**config.mk**
```make
export PLATFORM = sky130hd
export DESIGN_NAME = mem_port_arbiter
export DESIGN_NICKNAME = d
export VERILOG_FILES = /design/src/rtl/mips32_pkg.sv /design/src/rtl/mem_arb_starve_ctr.sv /design/src/rtl/mem_port_arbiter.sv
export SDC_FILE = /design/constraint.sdc
export NUM_CORES = 1
export LEC_CHECK = 0
export ABC_CLOCK_PERIOD_IN_PS = 2300
export CORE_AREA = 2 2 78 80
export DETAILED_ROUTE_END_ITERATION = 10
export DIE_AREA = 0 0 80 82
export PLACE_DENSITY = 0.75
export SLEW_MARGIN = 20
export SYNTH_ARGS = -nofsm -noshare
export SYNTH_HDL_FRONTEND = slang
export SYNTH_HIERARCHICAL = 1
export SYNTH_SLANG_ARGS = --single-unit
```
**constraint.sdc**
```tcl
create_clock -name clk -period 2.3 [get_ports clk]
set_input_delay 0.46 -clock clk [delete_from_list [all_inputs] [get_ports clk]]
set_output_delay 0.46 -clock clk [all_outputs]
set_load 0.01 [all_outputs]
```
**src/rtl/mips32_pkg.sv**
```systemverilog
// ============================================================================
// Module      : mips32_pkg
// Description : Shared widths and read-owner encoding for the MIPS32 memory port.
// Revision    : 1.0
// ============================================================================
`default_nettype none

package mips32_pkg;

    localparam int unsigned MEM_ADDR_W = 10;
    localparam int unsigned DATA_W     = 32;

    typedef enum logic [1:0] {
        OWN_NONE = 2'd0,
        OWN_IF   = 2'd1,
        OWN_DM   = 2'd2
    } rd_owner_t;

endpackage : mips32_pkg

`default_nettype wire

```
**src/rtl/mem_arb_starve_ctr.sv**
```systemverilog
// ============================================================================
// Module      : mem_arb_starve_ctr
// Description : Saturating count of DM grants taken while IF waits; raises
//               force_if once the count reaches STARVE_MAX.
// Revision    : 1.0
// ============================================================================
`default_nettype none

module mem_arb_starve_ctr
    import mips32_pkg::*;
#(
    parameter int unsigned STARVE_MAX = 4
)
(
    input  logic clk,
    input  logic rst_n,
    input  logic if_req,
    input  logic if_gnt,
    input  logic dm_gnt,
    output logic force_if
);

    localparam logic [3:0] c_STARVE_MAX = 4'(STARVE_MAX);

    logic [3:0] r_starve_cnt;

    always_ff @(posedge clk) begin
        if (!rst_n) begin
            r_starve_cnt <= 4'd0;
        end else if (!if_req || if_gnt) begin
            r_starve_cnt <= 4'd0;
        end else if (dm_gnt && (r_starve_cnt != c_STARVE_MAX)) begin
            r_starve_cnt <= r_starve_cnt + 4'd1;
        end
    end

    assign force_if = (r_starve_cnt == c_STARVE_MAX);

endmodule : mem_arb_starve_ctr

`default_nettype wire

```
**src/rtl/mem_port_arbiter.sv**
```systemverilog
// ============================================================================
// Module      : mem_port_arbiter
// Description : Shares one synchronous-read memory port between IF and DM,
//               DM priority, read data routed back to the issuing requester.
//               Optional macro ARB_STARVE_GUARD_EN enables the IF starvation guard.
// Revision    : 1.0
// ============================================================================
`default_nettype none

module mem_port_arbiter
    import mips32_pkg::*;
#(
    parameter int unsigned STARVE_MAX = 4
)
(
    input  logic                  clk,
    input  logic                  rst_n,
    input  logic                  if_req,
    input  logic [MEM_ADDR_W-1:0] if_addr,
    output logic                  if_gnt,
    output logic                  if_rvalid,
    output logic [DATA_W-1:0]     if_rdata,
    input  logic                  dm_req,
    input  logic                  dm_we,
    input  logic [MEM_ADDR_W-1:0] dm_addr,
    input  logic [DATA_W-1:0]     dm_wdata,
    output logic                  dm_gnt,
    output logic                  dm_rvalid,
    output logic [DATA_W-1:0]     dm_rdata,
    output logic                  if_stall,
    output logic                  dm_stall,
    output logic                  mem_en,
    output logic                  mem_we,
    output logic [MEM_ADDR_W-1:0] mem_addr,
    output logic [DATA_W-1:0]     mem_wdata,
    input  logic [DATA_W-1:0]     mem_rdata
);

    logic      w_force_if;
    logic      w_if_gnt;
    logic      w_dm_gnt;
    rd_owner_t r_rd_owner;

`ifdef ARB_STARVE_GUARD_EN
    mem_arb_starve_ctr #(
        .STARVE_MAX (STARVE_MAX)
    ) u_starve_ctr (
        .clk      (clk),
        .rst_n    (rst_n),
        .if_req   (if_req),
        .if_gnt   (w_if_gnt),
        .dm_gnt   (w_dm_gnt),
        .force_if (w_force_if)
    );
`else
    logic w_unused_starve_max;
    assign w_unused_starve_max = (STARVE_MAX == 0);
    assign w_force_if          = 1'b0;
`endif

    // force_if only matters when both sides are requesting
    always_comb begin
        w_if_gnt = 1'b0;
        w_dm_gnt = 1'b0;
        if (rst_n) begin
            if (dm_req && !(if_req && w_force_if)) begin
                w_dm_gnt = 1'b1;
            end else if (if_req) begin
                w_if_gnt = 1'b1;
            end
        end
    end

    assign if_gnt    = w_if_gnt;
    assign dm_gnt    = w_dm_gnt;
    assign if_stall  = rst_n & if_req & ~w_if_gnt;
    assign dm_stall  = rst_n & dm_req & ~w_dm_gnt;

    assign mem_en    = w_if_gnt | w_dm_gnt;
    assign mem_we    = w_dm_gnt & dm_we;
    assign mem_addr  = w_dm_gnt ? dm_addr  : (w_if_gnt ? if_addr : '0);
    assign mem_wdata = w_dm_gnt ? dm_wdata : '0;

    always_ff @(posedge clk) begin
        if (!rst_n) begin
            r_rd_owner <= OWN_NONE;
        end else if (w_dm_gnt && !dm_we) begin
            r_rd_owner <= OWN_DM;
        end else if (w_if_gnt) begin
            r_rd_owner <= OWN_IF;
        end else begin
            r_rd_owner <= OWN_NONE;
        end
    end

    // Reset gating here kills a read still in flight when reset arrives
    assign if_rvalid = rst_n && (r_rd_owner == OWN_IF);
    assign dm_rvalid = rst_n && (r_rd_owner == OWN_DM);
    assign if_rdata  = if_rvalid ? mem_rdata : '0;
    assign dm_rdata  = dm_rvalid ? mem_rdata : '0;

endmodule : mem_port_arbiter

`default_nettype wire

```
==> After elaboration in Yosys (flattened, before gate mapping) <==
Index checks and enable logic that the tools add are counted.
{ "word_totals": {"out_inout_bits": 114, "word_cells": 30, "reg_bits": 2} }
{ "classes": {"mux": 12, "n_bitwise": 9, "n_eq_ne": 2, "n_reduce_logical": 5} }
{ "ops": {"columns": ["cell", "n"], "rows": [
  ["$mux 32", 3],
  ["$mux 10", 2],
  ["$mux 1", 6],
  ["$and 1x1->1", 5],
  ["$logic_and 1x1->1", 3],
  ["$not 1->1", 3],
  ["$eq 2x1->1 const B", 1],
  ["$eq 2x2->1 const B", 1],
  ["$mux 2", 1],
  ["$reduce_or 2->1", 1],
  ["$logic_not 1->1", 1],
  ["$or 1x1->1", 1]
]} }

==> Logic depth before layout (Yosys ltp) <==
{ "logic_depth": {"ltp_word": 5, "mapped_depth": 4, "mapped_depth_nobuf": 2} }

==> Least setup slack after synthesis <==
Ideal clock, no wire load.
{ "synth_timing": {"path_type": "input-to-output", "from": "input port rst_n", "to": "output port if_rdata[0]", "t_arrival_ns": 1.043, "slack_ns": 0.797, "required_time_ns": 1.840, "n_path_buf": 2, "path_stages": 4, "cell_sequence": "buf_4 clkbuf_1 nand2_1 nor2_1"} }
{ "synth_between": {"elab_chain_len": 2} }
{ "synth_rtl": {"columns": ["element", "line", "source"], "rows": [
  ["from (decl)", "mem_port_arbiter.sv:17", "input logic rst_n,"],
  ["$logic_and 1x1->1", "mem_port_arbiter.sv:97", "assign if_rvalid = rst_n && (r_rd_owner == OWN_IF);"],
  ["$mux 32", "mem_port_arbiter.sv:99", "assign if_rdata = if_rvalid ? mem_rdata : '0;"],
  ["to (decl)", "mem_port_arbiter.sv:22", "output logic [DATA_W-1:0] if_rdata,"]
]} }
Every way passes these cells.

==> Worst setup path in the final report <==
{ "layout_timing": {"from": "input port mem_rdata[10]", "to": "output port dm_rdata[10]"} }
{ "layout_between": {"elab_chain_len": 1} }
{ "layout_rtl": {"columns": ["element", "line", "source"], "rows": [
  ["from (decl)", "mem_port_arbiter.sv:36", "input logic [DATA_W-1:0] mem_rdata"],
  ["$mux 32", "mem_port_arbiter.sv:100", "assign dm_rdata = dm_rvalid ? mem_rdata : '0;"],
  ["to (decl)", "mem_port_arbiter.sv:29", "output logic [DATA_W-1:0] dm_rdata,"]
]} }
Every way passes these cells.

==> flow_summary.ini <==
[yosys]
synth_compound_area_share_pct = 11.7
ys_ff_latch = 2
synth-seq-area-share_pct = 4.34
synth_top_family_by_area = simple AND/OR/NAND/NOR gates
synth.area.top_cells = and3_1, nor2_1, nand2_1
syn_nets = 261
yosys.area_share.simple_pct = 71.4
yosysUniqueCellTypes = 18
synth_commonest_cells = nor2_1, and3_1, nand2_1
synthXorXnorAreaFrac_pct = 0
avgSynthCellArea_sq_um = 5.37
yosysMostFrequentCell = nor2_1
yosysTopAreaCellShare_pct = 25.1
ys_warn_count = 6
yosys.area_share.adder_pct = 0
synth.area.mux_share_pct = 0
ys.flop_type = dfxtp_1
ys_async_sr_fraction_pct = 0
syn_inst = 172
synth_area_leader_cell = and3_1
synth_edf_count = 0
synth_area_sq_um = 923

[global_route]
antenna_found_initial = 0
track_usage_pct = 16.3
grt-ovfl-total = 0
grt_pass1_wl_um = 8450
grt_max_degree = 46
grt_pass1_vias = 1816

[finish]
synthToLayoutAreaGrowth_pct = 233
final_util_pct = 53.5
top_regs = r_rd_owner (2)
layout-drive-gt1-share_pct = 6.03
largest_register_ffs = 2
finalInstanceArea_sq_um = 3070
final_cells = 440
antenna_cells = 0
nNetsFinal = 456
top_register = r_rd_owner

[cts]
tritoncts = built
ctsHoldBuffers = 0
cts_max_level = 1
cts-root-buf = clkbuf_8
cts_buffer_depth = 2
cts_sinks = 2
cts_buffers = 3
clk_pin_slew_ns = 0.03

[power]
power.leakage_nw = 1.38
ir_drop_v = 0.000199
power_density_nw_per_um2 = 191

[place]
routabilityCongestion = 0.783
dp_cells = 437
dp_hpwl_um = 4920
placed_area_sq_um = 3010
portBuffers = 201

[route]
routedWlPerCell_um = 13.4
drtAntennaViolNets = 0
wl_um = 5910
first_pass_iters = 4
drc_errors = 0
vias = 1952
drt_iter0_drc = 30
vias_per_cell = 4.44

[critical_path]
timing.critical_path.cells = clkdlybuf4s50_1 -> nand2_1 -> nor2_1 -> clkdlybuf4s50_1
cp.required_ns = 1.84
cpPeakStageDelay_ns = 0.56
endpoint_kind = output port
arrival_ns = 1.73
cpMaxStageDelayCell = clkdlybuf4s50_1
crit_path_start = mem_rdata[10]
cp_common_cell = clkdlybuf4s50_1
critPathLaunchType = input pin
crit_type = in -> out
path_max_fanout = 2

[sta]
finalCriticalPeriod_ns = 2.19
drv_slew = 0
rsz0062_at_grt = false
finalSetupViolCount = 0
finalHoldViolCount = 0
period_share_pct = 95.1
timing.setup.tns_ns = 0
fmax_ghz = 0.457

[die]
core_sq_um = 5750
die_area_sq_um = 6560
pin_count = 203
die_x_um = 80
start_util_pct = 16.1
core.rowCount = 28
die_h_um = 82

[min_path]
min_from = if_req
min_path_type = in -> reg

[run_status]
status = finished, final reports clean

[job]
drv_cap = 0
-- placed cells by master, fill, tap and decap left out, drive strengths merged --
| cell | n |
|---|---|
| clkdlybuf4s50 | 190 |
| dfxtp | 2 |
| conb | 1 |
| nor2b | 3 |
| nor2 | 56 |
| nand2 | 28 |
| and2 | 5 |
| a32o | 10 |
| dlymetal6s2s | 8 |
| clkbuf | 3 |
| and2b | 1 |
| o21a | 1 |
| buf | 11 |
| dlygate4sd2 | 2 |
| and3 | 42 |
| nand2b | 2 |
-- logic make-up (layout without fill, tap and decap cells) --
kind of cell	count (synthesis)	count (layout)
and+or+nand+nor	137	137
AOI/OAI and AO/OA	11	11
buffers and inverters	21	214
DFF	2	2
other	1	1
-- power breakdown --
part | switching (W) | internal, W
registers | 0.00000134 | 0.0000364
clock network | 0.0000301 | 0.000111
logic | 0.000145 | 0.000264
-- critical path: cells and delay by family --
family        cells  cell delay [ns]
buf+inv           2             1.04
simple gates      2             0.23
-- routing by layer --
metal	GRT usage, %	routed length (um)	vias to the layer above
li1	-	-	956
met1	15.8	2030	860
met2	31.6	2960	124
met3	6.70	826	12
met4	4.58	97	0
met5	0	0	-
-- per-stage QoR --
stage	setup slack, ns	power [W]	hold slack [ns]
5_1_grt	0.0332	0.000628	0.580
2_1_floorplan	0.797	0.000169	0.668
3_5_place_dp	-0.198	0.000451	1.11
6_report	0.114	0.000588	0.571
3_3_place_gp	-0.141	0.000448	1.10
4_1_cts	0.00320	0.000600	0.808
-- layout make-up --
| type | count | area (sq um) |
|---|---|---|
| timing repair buffer | 211 | 2120 |
| tap | 75 | 93.8 |
| fill | 518 | 2670 |
| sequential | 2 | 40.0 |
| multi-input combinational | 149 | 772 |
| clock buffer | 3 | 41.3 |
-- final timing paths --
kind | endpoint | cells past startpoint
min | r_rd_owner[0] | 2
max | dm_rdata[10] | 4
-- timing repair --
action                     4_1_cts  5_1_grt
resized for setup                3        8
setup endpoints to repair       46       10
setup buffers                    0        0
(Power assumes the default switching activity.)
